===== config.mk =====
export PLATFORM = sky130hd
export DESIGN_NAME = data_memory_master
export DESIGN_NICKNAME = d
export VERILOG_FILES = /design/src/rtl/data_memory_master.sv
export SDC_FILE = /design/constraint.sdc
export NUM_CORES = 1
export LEC_CHECK = 0
export BUFFER_PORTS_ARGS = -buffer_cell sky130_fd_sc_hd__clkbuf_2
export CAP_MARGIN = 20
export CELL_PAD_IN_SITES_DETAIL_PLACEMENT = 1
export CELL_PAD_IN_SITES_GLOBAL_PLACEMENT = 1
export CORE_UTILIZATION = 33
export DETAILED_ROUTE_END_ITERATION = 16
export PLACE_DENSITY = 0.88
export SYNTH_ARGS = -nofsm -noshare
export SYNTH_HDL_FRONTEND = slang
export SYNTH_SLANG_ARGS = --single-unit

===== constraint.sdc =====
create_clock -name clk -period 2.3 [get_ports clk]
set_clock_uncertainty 0.15 [all_clocks]
set_input_delay 0.115 -clock clk [delete_from_list [all_inputs] [get_ports clk]]
set_output_delay 0.115 -clock clk [all_outputs]
set_load 0.02 [all_outputs]

===== src/rtl/data_memory_master.sv =====
// Bus initiator for the DataMemory port: single/burst loads and stores with auto-incrementing addresses.
// Optional store read-back verification is enabled by defining DATA_MEMORY_MASTER_VERIFY_EN.
module data_memory_master #(
  parameter int ADDR_WIDTH   = 8,
  parameter int DATA_WIDTH   = 8,
  parameter int READ_LATENCY = 1
) (
  input  logic                  clk,
  input  logic                  reset,
  // Request channel: a request transfers on a cycle where req_valid and req_ready are both 1.
  // Store data: a beat transfers on a cycle where wr_valid and wr_ready are both 1.
  // Load data: rd_valid is a one-cycle strobe with no backpressure.
  input  logic                  req_valid,
  output logic                  req_ready,
  input  logic                  req_write,
  input  logic [ADDR_WIDTH-1:0] req_addr,
  input  logic [3:0]            req_len,
  input  logic                  wr_valid,
  output logic                  wr_ready,
  input  logic [DATA_WIDTH-1:0] wr_data,
  output logic                  rd_valid,
  output logic [DATA_WIDTH-1:0] rd_data,
  output logic                  busy,
  output logic                  done,
  output logic                  verify_error,
  output logic [ADDR_WIDTH-1:0] address,
  output logic                  write,
  output logic [DATA_WIDTH-1:0] data_inputs,
  input  logic [DATA_WIDTH-1:0] data_outputs,
  output logic [2:0]            dbg_state
);

  typedef enum logic [2:0] {
    ST_IDLE   = 3'd0,
    ST_WR     = 3'd1,
    ST_RD     = 3'd2,
    ST_DONE   = 3'd3
`ifdef DATA_MEMORY_MASTER_VERIFY_EN
    , ST_VERIFY = 3'd4
`endif
  } state_t;

  localparam logic [1:0] LAT_LAST = 2'(READ_LATENCY);

  state_t                state;
  logic [ADDR_WIDTH-1:0] cur_addr;
  logic [3:0]            beat_cnt;
  logic [1:0]            lat_cnt;
  logic                  accept;

  // Handshake qualifiers are gated by reset so nothing transfers while reset is held.
  assign req_ready   = (state == ST_IDLE) && !reset;
  assign wr_ready    = (state == ST_WR) && !reset;
  assign accept      = req_valid && req_ready;
  assign write       = wr_ready && wr_valid;
  assign address     = cur_addr;
  assign data_inputs = write ? wr_data : '0;
  assign busy        = (state != ST_IDLE);
  assign done        = (state == ST_DONE);
  assign dbg_state   = state;

`ifdef DATA_MEMORY_MASTER_VERIFY_EN
  logic [DATA_WIDTH-1:0] wr_hold;
  logic                  verify_error_q;
  assign verify_error = verify_error_q;
`else
  assign verify_error = 1'b0;
`endif

  always_ff @(posedge clk) begin
    if (reset) begin
      state    <= ST_IDLE;
      cur_addr <= '0;
      beat_cnt <= '0;
      lat_cnt  <= '0;
      rd_data  <= '0;
      rd_valid <= 1'b0;
`ifdef DATA_MEMORY_MASTER_VERIFY_EN
      wr_hold        <= '0;
      verify_error_q <= 1'b0;
`endif
    end else begin
      rd_valid <= 1'b0;
      case (state)
        ST_IDLE: begin
          if (accept) begin
            cur_addr <= req_addr;
            beat_cnt <= req_len;
            lat_cnt  <= '0;
            state    <= req_write ? ST_WR : ST_RD;
`ifdef DATA_MEMORY_MASTER_VERIFY_EN
            verify_error_q <= 1'b0;
`endif
          end
        end
        ST_WR: begin
          if (write) begin
`ifdef DATA_MEMORY_MASTER_VERIFY_EN
            // Hold the address; it advances only after the read-back compare.
            wr_hold <= wr_data;
            lat_cnt <= '0;
            state   <= ST_VERIFY;
`else
            cur_addr <= cur_addr + ADDR_WIDTH'(1);
            beat_cnt <= beat_cnt - 4'd1;
            if (beat_cnt == 4'd0) state <= ST_DONE;
`endif
          end
        end
        ST_RD: begin
          // Address is held until its data has had READ_LATENCY cycles to appear.
          if (lat_cnt == LAT_LAST) begin
            rd_data  <= data_outputs;
            rd_valid <= 1'b1;
            lat_cnt  <= '0;
            cur_addr <= cur_addr + ADDR_WIDTH'(1);
            beat_cnt <= beat_cnt - 4'd1;
            if (beat_cnt == 4'd0) state <= ST_DONE;
          end else begin
            lat_cnt <= lat_cnt + 2'd1;
          end
        end
`ifdef DATA_MEMORY_MASTER_VERIFY_EN
        ST_VERIFY: begin
          if (lat_cnt == LAT_LAST) begin
            if (data_outputs != wr_hold) verify_error_q <= 1'b1;
            lat_cnt  <= '0;
            cur_addr <= cur_addr + ADDR_WIDTH'(1);
            beat_cnt <= beat_cnt - 4'd1;
            state    <= (beat_cnt == 4'd0) ? ST_DONE : ST_WR;
          end else begin
            lat_cnt <= lat_cnt + 2'd1;
          end
        end
`endif
        ST_DONE: state <= ST_IDLE;
        default: state <= ST_IDLE;
      endcase
    end
  end

endmodule


==> results.py, run 1 <==
metrics = {
    "logic_synthesis": {
        "synthCells": 175,
        "synth_top_family_by_area": "compound AO/OA/AOI/OAI gates",
        "yosys.area_share.adder": 0.05942,
        "async_flop_share": 0,
        "syn_area_per_cell_um2": 8.422,
        "synth_area_leader_cell": "dfxtp_1",
        "synth_edf_count": 0,
        "ys_warn_count": 0,
        "synth.distinct_cells": 42,
        "ys_seq_area_frac": 0.3396,
        "synth.area.top_cells": "dfxtp_1 (34%), mux2i_1 (6.8%), ha_1 (5.9%)",
        "synth_top_area_frac": 0.3396,
        "synth_area_um2": 1474,
        "synth-compound-area-share": 0.2224,
        "yosys.area_share.xor_xnor": 0,
        "synthSimpleGateAreaFrac": 0.2224,
        "synthFlopType": "dfxtp_1",
        "ys_ff_latch": 25,
        "synth_mux_area_frac": 0.06791,
    },
    "grt": {
        "antenna_found_initial": 0,
        "grt_pass1_vias": 1488,
        "grt_pass1_wl_um": 6582,
        "track_usage": 0.1850,
        "overflow": 0,
        "grt_max_degree": 21,
    },
    "timing": {
        "final.period_utilization": 0.9063,
        "hold_viol_final": 0,
        "fin_crit_ns": 2.085,
        "rsz0062_at_grt": "false",
        "setup_violations": 0,
        "tns_ns": 0,
        "fin_hold_ws_ns": 0.01553,
        "worst_slew_pin_slew_ns": 0.5622,
        "setup_ws_ns": 0.2155,
        "slew_violations": 0,
        "relSlewSlack": 0.6241,
        "fmax_mhz": 479.7,
    },
    "cts": {
        "root_buffer": "clkbuf_8",
        "path_clk_slew_ns": 0.09,
        "insertion_delay_ns": 0.26,
        "clk_path_buf_depth": 2,
        "cts-htree-levels": 1,
        "cts_tree": "done",
        "cts_buffers": 3,
        "cts_num_sinks": 25,
    },
    "power": {
        "vdd_ir_drop_max_uv": 419.6,
        "powerDensity_nw_per_um2": 949.8,
        "power.leakage_uw": 0.0009872,
    },
    "routing": {
        "antenna_left": 0,
        "drt_first_pass_iters": 4,
        "drt_iter0_markers": 33,
        "vias": 1558,
        "wire_per_inst_um": 14.56,
        "drc": 0,
        "vias_per_cell": 5.281,
        "routed_wl_um": 4294,
    },
    "final_layout": {
        "drive_gt1_frac": 0.3238,
        "fillCellCount": 532,
        "areaGrowthSynthToFinish_pct": 32.34,
        "final_nets": 285,
    },
    "die": {
        "initial_core_util": 0.3557,
        "chipWidth_um": 68.83,
        "die_y_um": 68.83,
        "fp-row-count": 23,
        "core_um2": 4144,
        "ioPinCount": 67,
        "die-area_um2": 4738,
    },
    "run": {
        "drv_cap": 0,
    },
    "critical_path": {
        "reg2reg_from": "dbg_state[0]",
        "start_kind": "flop",
        "crit_arrival_ns": 2.11,
        "required_ns": 2.33,
        "cp-end-kind": "flop",
        "critical_path_class": "flop to flop",
        "r2r_cells": 6,
        "critPathMaxFanout": 19,
        "endpoint": "address[6]",
        "r2r_slack_ns": 0.22,
        "critPathLaunch": "dbg_state[0]",
        "r2r-end": "address[6]",
    },
    "min_path": {
        "hold_path_class": "input pin to flop",
        "hold_depth": 4,
    },
    "place": {
        "routabilityCongestion": 0.7610,
        "dp_slack_ns": 0.1535,
        "port_buffers": 64,
        "dpl.hpwl_um": 3081,
    },
    "outcome": {
        "status": "finished clean",
    },
}
==> cells in the final DEF (no fill, tap or decap), drive strengths merged, types with 2 or more instances in the layout <==
cell / n
clkbuf: 67
dfxtp: 25
nor2: 16
and3: 13
nand2: 13
a21oi: 13
mux2i: 10
dlygate4sd3: 10
inv: 8
ha: 7
o21ai: 6
nand3: 5
nand2b: 4
o32ai: 4
buf: 4
o211ai: 3
a32o: 3
nand4: 3
a211oi: 3
or2: 2
nor3: 2
a21o: 2
conb: 2
nor2b: 2
and2: 2
clkinv: 2
a31oi: 2
==> report_power, final <==
| part | internal (uW) | switching, uW | total, uW |
|---|---|---|---|
| registers | 517 | 101 | 618 |
| logic | 393 | 584 | 977 |
| clock network | 121 | 137 | 258 |
| total | 1030 | 822 | 1850 |
==> cells in the mapped netlist, types with 3 or more instances <==
master	count
dfxtp_1	25
nor2_1	16
a21oi_1	13
and3_1	13
nand2_1	13
mux2i_1	10
inv_1	8
clkbuf_1	7
ha_1	7
o21ai_0	6
nand3_1	5
buf_4	4
nand2b_1	4
o32ai_1	4
a32o_1	3
nand4_1	3
o211ai_1	3
==> worst min path at each step <==
stage / endpoint / start / slack (ns)
floorplan: rd_data[0] / data_outputs[0] / 0.11
global placement: rd_data[6] / data_outputs[6] / 0.20
detailed placement: rd_data[6] / data_outputs[6] / 0.21
CTS: address[7] / req_addr[7] / 0.01
global route: address[6] / req_addr[6] / 0.04
finish: address[7] / req_addr[7] / 0.02
==> per-layer routing <==
layer | global-route usage | share of wire | vias up
li1 | - | - | 762
met1 | 0.2147 | 0.43 | 749
met2 | 0.3480 | 0.51 | 43
met3 | 0.01480 | 0.046 | 4
met4 | 0.07143 | 0.010 | 0
met5 | 0 | 0 | -
==> flip-flops by register name (all words and copies together) (netlist names) <==
register   cells
lat_cnt        2
beat_cnt       4
rd_data        8
rd_valid       1
address        8
dbg_state      2
==> cells by family after synthesis <==
kind of cell | count (synthesis)
buffers and inverters | 23
other | 1
muxes | 10
and+or+nand+nor | 65
AOI/OAI and AO/OA | 44
DFF | 25
adders and majority gates | 7
==> critical path: stages (launching register included) <==
cell and delay, ns:
dfxtp_1 0.41, inv_1 0.10, ha_1 0.26, a222oi_1 0.33, buf_4 0.30, nand2_1 0.15
o32ai_1 0.30
==> area by class of cell <==
type | instances | area (um2) | area share
Timing Repair Buffer | 78 | 450.4 | 0.2309
Sequential cell | 25 | 500.5 | 0.2566
Clock inverter | 1 | 5.005 | 0.002566
Clock buffer | 3 | 41.29 | 0.02117
Tap cell | 50 | 62.56 | 0.03207
Multi-Input combinational cell | 128 | 854.6 | 0.4381
Antenna cell | 1 | 2.502 | 0.001283
Inverter | 9 | 33.78 | 0.01732
==> repair_timing <==
item | in CTS | in global routing
endpoints found under the hold margin | 10 | 0
gates resized for setup | 0 | 2
buffers inserted | 0 | 0
hold buffers | 10 | 0
endpoints found under the setup margin | 0 | 6
==> through the flow <==
| stage | instance area [um2] | total power, uW | std cells | util |
|---|---|---|---|---|
| 2_1_floorplan | 1478 | 1354 | 176 | - |
| 3_3_place_gp | 1798 | 1554 | 280 | 0.4339 |
| 3_5_place_dp | 1798 | 1581 | 280 | 0.4339 |
| 4_1_cts | 1944 | 1855 | 294 | 0.4692 |
| 5_1_grt | 1948 | 1997 | 294 | 0.4701 |
| 6_report | 1951 | 1853 | 295 | 0.4707 |
Note: power is estimated with default switching activity, not from simulation.
==> inputs of run 2 (changes only) <==
--- a/config.mk
+++ b/config.mk
@@ -5,13 +5,15 @@
 export SDC_FILE = /design/constraint.sdc
 export NUM_CORES = 1
 export LEC_CHECK = 0
+export ABC_AREA = 1
 export BUFFER_PORTS_ARGS = -buffer_cell sky130_fd_sc_hd__clkbuf_2
 export CAP_MARGIN = 20
 export CELL_PAD_IN_SITES_DETAIL_PLACEMENT = 1
 export CELL_PAD_IN_SITES_GLOBAL_PLACEMENT = 1
-export CORE_UTILIZATION = 33
+export CORE_ASPECT_RATIO = 2
+export CORE_UTILIZATION = 31
 export DETAILED_ROUTE_END_ITERATION = 16
-export PLACE_DENSITY = 0.88
+export PLACE_DENSITY = 0.89
 export SYNTH_ARGS = -nofsm -noshare
 export SYNTH_HDL_FRONTEND = slang
 export SYNTH_SLANG_ARGS = --single-unit
==> results.py, run 2 <==
metrics = {
    "die": {
        "die-area_um2": 4985,
        "fp-row-count": 34,
        "die_y_um": 98.85,
        "chipWidth_um": 50.43,
        "ioPinCount": 67,
        "core_um2": 4424,
        "initial_core_util": 0.3286,
    },
    "grt": {
        "antenna_found_initial": 0,
        "track_usage": 0.1849,
        "grt_pass1_vias": 1699,
        "grt_pass1_wl_um": 7196,
        "grt_max_degree": 20,
        "overflow": 0,
    },
    "critical_path": {
        "r2r_cells": 8,
        "critPathMaxFanout": 9,
        "required_ns": 2.04,
        "cpLargestDelayFamily": "simple AND/OR/NAND/NOR gates",
        "critical_path_class": "flop to primary output",
        "path_buf_inv": 2,
        "reg2reg_from": "dbg_state[0]",
        "crit_chain": "ha_1 > inv_1 > nor2_1 > nand2_1 > nor2_1 > clkbuf_2",
        "max_stage_delay_ns": 0.45,
        "r2r-end": "address[3]",
        "r2r_slack_ns": 0.40,
        "cp_common_cell": "nor2_1",
        "start_kind": "flop",
        "cp-end-kind": "primary output",
        "slowest_stage": "dfxtp_1",
        "crit_arrival_ns": 1.71,
    },
    "final_layout": {
        "layout_common_cells": "clkbuf_2 (64), nand2_1 (39), inv_1 (38)",
        "antenna_cells": 0,
        "design_area_um2": 1908,
        "areaGrowthSynthToFinish_pct": 31.24,
        "final_common_cell": "clkbuf_2",
        "drive_gt1_frac": 0.2509,
        "final_nets": 332,
    },
    "routing": {
        "antenna_left": 0,
        "drt_iter0_markers": 16,
        "vias": 1655,
        "drt_first_pass_iters": 4,
        "wire_per_inst_um": 12.57,
        "drc": 0,
        "routed_wl_um": 4335,
        "vias_per_cell": 4.797,
    },
    "cts": {
        "cts_buffers": 3,
        "cts-htree-levels": 1,
        "path_clk_slew_ns": 0.09,
        "root_buffer": "clkbuf_8",
        "cts_num_sinks": 25,
        "post-cts-setup-buffers": 0,
        "insertion_delay_ns": 0.27,
        "cts_tree": "done",
        "clk_path_buf_depth": 2,
    },
    "logic_synthesis": {
        "synthCells": 223,
        "synth.area.top_cells": "dfxtp_1 (34%), nand2_1 (10%), inv_1 (9.8%)",
        "synth_area_leader_cell": "dfxtp_1",
        "async_flop_share": 0,
        "synth_edf_count": 0,
        "ys_ff_latch": 25,
        "synth_top_area_frac": 0.3442,
        "ys_seq_area_frac": 0.3442,
        "syn_area_per_cell_um2": 6.520,
        "synth.distinct_cells": 23,
        "synthFlopType": "dfxtp_1",
        "synth_area_um2": 1454,
        "ys_warn_count": 0,
        "synth_most_common_cell": "nand2_1",
        "synth_commonest_cells": "nand2_1 (39), inv_1 (38), nor2_1 (35)",
    },
    "timing": {
        "setup_violations": 0,
        "tns_ns": 0,
        "slew_violations": 0,
        "hold_viol_final": 0,
        "rsz0062_at_grt": "false",
        "relSlewSlack": 0.6405,
        "fmax_mhz": 505.8,
        "worst_slew_pin_slew_ns": 0.5377,
        "final.period_utilization": 0.8596,
        "setup_ws_ns": 0.3230,
        "fin_crit_ns": 1.977,
    },
    "place": {
        "dpl.hpwl_um": 3346,
        "routabilityCongestion": 0.7497,
        "port_buffers": 64,
        "postPlaceCellArea_um2": 1793,
        "dp_slack_ns": 0.3950,
    },
    "power": {
        "powerDensity_nw_per_um2": 1245,
        "vdd_ir_drop_max_uv": 667.9,
        "power.leakage_uw": 0.001003,
    },
    "min_path": {
        "hold_start": "data_outputs[6]",
        "hold_path_class": "input pin to flop",
        "hold_end": "rd_data[6]",
        "hold_depth": 3,
    },
    "run": {
        "drv_cap": 0,
    },
    "outcome": {
        "status": "finished clean",
    },
}
[run 2: cell type report]
type | instances | area, um2
Sequential cell | 25 | 500.5
Fill cell | 623 | 2516
Inverter | 39 | 146.4
Timing Repair Buffer | 72 | 397.9
Multi-Input combinational cell | 151 | 750.7
Clock buffer | 4 | 45.04
Tap cell | 54 | 67.56
[run 2: per-stage QoR]
step	hold WS (ns)	instances	utilization	total power (uW)
3_5_place_dp	0.2667	334	0.4053	2114
5_1_grt	0.03658	345	0.4313	2610
4_1_cts	0.004504	345	0.4313	2405
3_3_place_gp	0.2493	334	0.4053	2042
6_report	0.0007137	345	0.4313	2376
2_1_floorplan	0.1583	224	-	1738
[run 2: worst max path at each step]
stage                 start              to  slack (ns)  depth (start not counted)
4_1_cts        dbg_state[0]  data_inputs[2]        0.30                          6
3_3_place_gp   dbg_state[0]      address[3]        0.49                          8
3_5_place_dp   dbg_state[0]      address[3]        0.39                          8
6_report       dbg_state[0]  data_inputs[2]        0.32                          6
5_1_grt        dbg_state[0]  data_inputs[6]        0.14                          6
2_1_floorplan  dbg_state[0]  data_inputs[0]        0.37                          5
[run 2: kinds of logic (layout without fill, tap and decap cells)]
group | count (synthesis) | count (layout) | synth area share
multiplexers | 1 | 1 | 0.006885
buffers and inverters | 48 | 115 | 0.1420
adder cells (fa/ha/maj) | 7 | 7 | 0.06024
XOR/XNOR | 1 | 1 | 0.006025
flip-flops | 25 | 25 | 0.3442
other | 1 | 2 | 0.002579
AND/OR/NAND/NOR | 92 | 92 | 0.2676
AO/OA/AOI/OAI | 48 | 48 | 0.1704
[run 2: timing repair]
| action | in CTS | in global routing |
|---|---|---|
| hold buffers | 7 | 0 |
| resized for setup | 0 | 0 |
| hold endpoints to repair | 7 | 0 |
[run 2: layer usage]
metal / share of wire / global-route usage / up-vias / wire length, um
li1: - / - / 829 / -
met1: 0.36 / 0.1682 / 768 / 1550
met2: 0.58 / 0.3764 / 47 / 2493
met3: 0.037 / 0.02160 / 11 / 161
met4: 0.030 / 0.08547 / 0 / 129
met5: 0 / 0 / - / 0
[run 2: where the power goes]
group / switching [uW] / internal (uW) / total [uW]
clock network: 148 / 124 / 272
logic: 924 / 468 / 1390
registers: 144 / 568 / 712
[run 2: worst min-delay path, stage by stage]
cell	delay [ns]
clkbuf_2	0.07
o21ai_0	0.08
a21oi_1	0.12
==> inputs of run 3 (changes only) <==
--- a/config.mk
+++ b/config.mk
@@ -11,9 +11,10 @@
 export CELL_PAD_IN_SITES_DETAIL_PLACEMENT = 1
 export CELL_PAD_IN_SITES_GLOBAL_PLACEMENT = 1
 export CORE_ASPECT_RATIO = 2
-export CORE_UTILIZATION = 31
+export CORE_UTILIZATION = 32
+export CTS_BUF_LIST = sky130_fd_sc_hd__clkbuf_8
 export DETAILED_ROUTE_END_ITERATION = 16
-export PLACE_DENSITY = 0.89
+export PLACE_DENSITY = 0.91
 export SYNTH_ARGS = -nofsm -noshare
 export SYNTH_HDL_FRONTEND = slang
 export SYNTH_SLANG_ARGS = --single-unit
==> results.py, run 3 (synthesis results as in run 2) <==
metrics = {
    "die": {
        "ioPinCount": 67,
        "chipWidth_um": 49.66,
        "fp-row-count": 34,
        "die-area_um2": 4833,
        "initial_core_util": 0.3351,
        "die_y_um": 97.33,
        "core_um2": 4339,
    },
    "routing": {
        "routed_wl_um": 4318,
        "drc": 0,
        "vias_per_cell": 4.824,
        "vias": 1674,
        "antenna_left": 0,
        "drt_first_pass_iters": 4,
        "drt_iter0_markers": 5,
        "wire_per_inst_um": 12.44,
    },
    "cts": {
        "cts_buffers": 3,
        "cts_tree": "done",
        "cts-resized-gates": 0,
        "clk_path_buf_depth": 2,
        "root_buffer": "clkbuf_8",
        "post-cts-setup-buffers": 0,
        "cts_num_sinks": 25,
        "path_clk_slew_ns": 0.09,
        "cts-htree-levels": 1,
        "insertion_delay_ns": 0.27,
    },
    "grt": {
        "grt.met3_usage": 0.02191,
        "overflow": 0,
        "use_met1": 0.1513,
        "top_usage_layer": "met2",
        "grt_pass1_vias": 1705,
        "grt_max_degree": 20,
        "track_usage": 0.1879,
        "antenna_found_initial": 0,
        "grt_use_met2": 0.4054,
        "grt_pass1_wl_um": 7072,
    },
    "critical_path": {
        "critical_path_class": "flop to flop",
        "critPathMaxFanout": 16,
        "cp-end-kind": "flop",
        "start_kind": "flop",
        "required_ns": 2.32,
        "max_stage_delay_ns": 0.44,
        "cp_common_cell": "nand2_1",
        "crit_chain": "inv_1 > ha_1 > nand2_1 > nand2_1 > nor2_8 > inv_2 > o21ai_1 > nor2_1",
        "crit_arrival_ns": 1.94,
        "slowest_stage": "dfxtp_1",
    },
    "timing": {
        "fmax_mhz": 522.8,
        "hold_viol_final": 1,
        "final.period_utilization": 0.8316,
        "tns_ns": 0,
        "fin_hold_ws_ns": -0.002299,
        "relSlewSlack": 0.6539,
        "worst_slew_pin_slew_ns": 0.5177,
        "rsz0062_at_grt": "false",
        "fin_crit_ns": 1.913,
        "setup_violations": 0,
        "slew_violations": 0,
    },
    "place": {
        "dpl.hpwl_um": 3296,
        "port_buffers": 64,
        "routabilityCongestion": 0.7561,
        "placed_cells": 335,
        "postPlaceCellArea_um2": 1800,
    },
    "final_layout": {
        "antenna_cells": 0,
        "final_nets": 334,
        "layout_common_cells": "clkbuf_2 (64), inv_1 (39), nand2_1 (39)",
        "design_area_um2": 1926,
        "areaGrowthSynthToFinish_pct": 32.44,
        "fin_cells": 347,
        "multi_input_area_um2": 750.7,
        "ff_latch_area_um2": 500.5,
        "fillCellCount": 610,
        "final_common_cell": "clkbuf_2",
        "drive_gt1_frac": 0.2526,
    },
    "power": {
        "powerDensity_nw_per_um2": 1237,
        "vdd_ir_drop_max_uv": 688.7,
        "power.leakage_uw": 0.001016,
    },
    "outcome": {
        "violations": "negative hold slack",
        "status": "complete, but fails checks",
    },
    "run": {
        "drv_cap": 0,
    },
    "min_path": {
        "hold_path_class": "input pin to flop",
    },
}
## run 3: changes by cell type in the layout (fill, tap and decap cells not counted), sizes merged
| cell | delta |
|---|---|
| buf | +1 |
| dlygate4sd3 | +1 |
| clkbuf | -1 |
| inv | +1 |
## run 3: critical path: cells and delay by family (launching register included)
kind	cells	cell delay, ns
flops	1	0.44
compound gates	1	0.14
buf+inv	2	0.23
fa+ha+maj	1	0.25
simple gates	4	0.60
## run 3: repair_timing
action | in CTS | in global routing
endpoints found under the hold margin | 8 | 0
setup endpoints to repair | 0 | 0
hold buffers | 8 | 0
## run 3: metrics by stage
step	total power, uW	utilization	setup WS [ns]
finish	2383	0.4438	0.3873
global route	2594	0.4438	0.1875
CTS	2410	0.4438	0.3695
detailed placement	2123	0.4149	0.3838
global placement	2079	0.4149	0.5104
floorplan	1738	-	0.3738
## run 3: layout make-up
type | count | share of cell area
Clock inverter | 1 | 0.001949
Inverter | 39 | 0.07602
Tap cell | 54 | 0.03509
Clock buffer | 3 | 0.02144
Sequential cell | 25 | 0.2599
Timing Repair Buffer | 74 | 0.2157
Multi-Input combinational cell | 151 | 0.3899
## run 3: power by group
part / switching, uW / leakage (uW) / internal (uW)
Clock: 142 / 0.0000269 / 120
Sequential: 148 / 0.000204 / 568
Combinational: 922 / 0.000784 / 483
Total: 1210 / 0.00102 / 1170
## run 3: final timing paths
| check | startpoint | end | slack (ns) | depth (start not counted) |
|---|---|---|---|---|
| worst max-delay path | dbg_state[0] | address[3] | 0.39 | 8 |
| worst min-delay path | req_len[2] | beat_cnt[2] | -0.002 | 3 |
| worst max register to register | dbg_state[0] | address[3] | 0.39 | 8 |
| worst min register to register | rd_data[1] | rd_data[1] | 0.30 | 2 |
## run 3: routing by layer
layer	wire length, um	share of wire	vias to the layer above
met5	0	0	-
met4	81	0.019	0
met3	146	0.034	5
met2	2608	0.60	39
met1	1481	0.34	798
li1	-	-	832
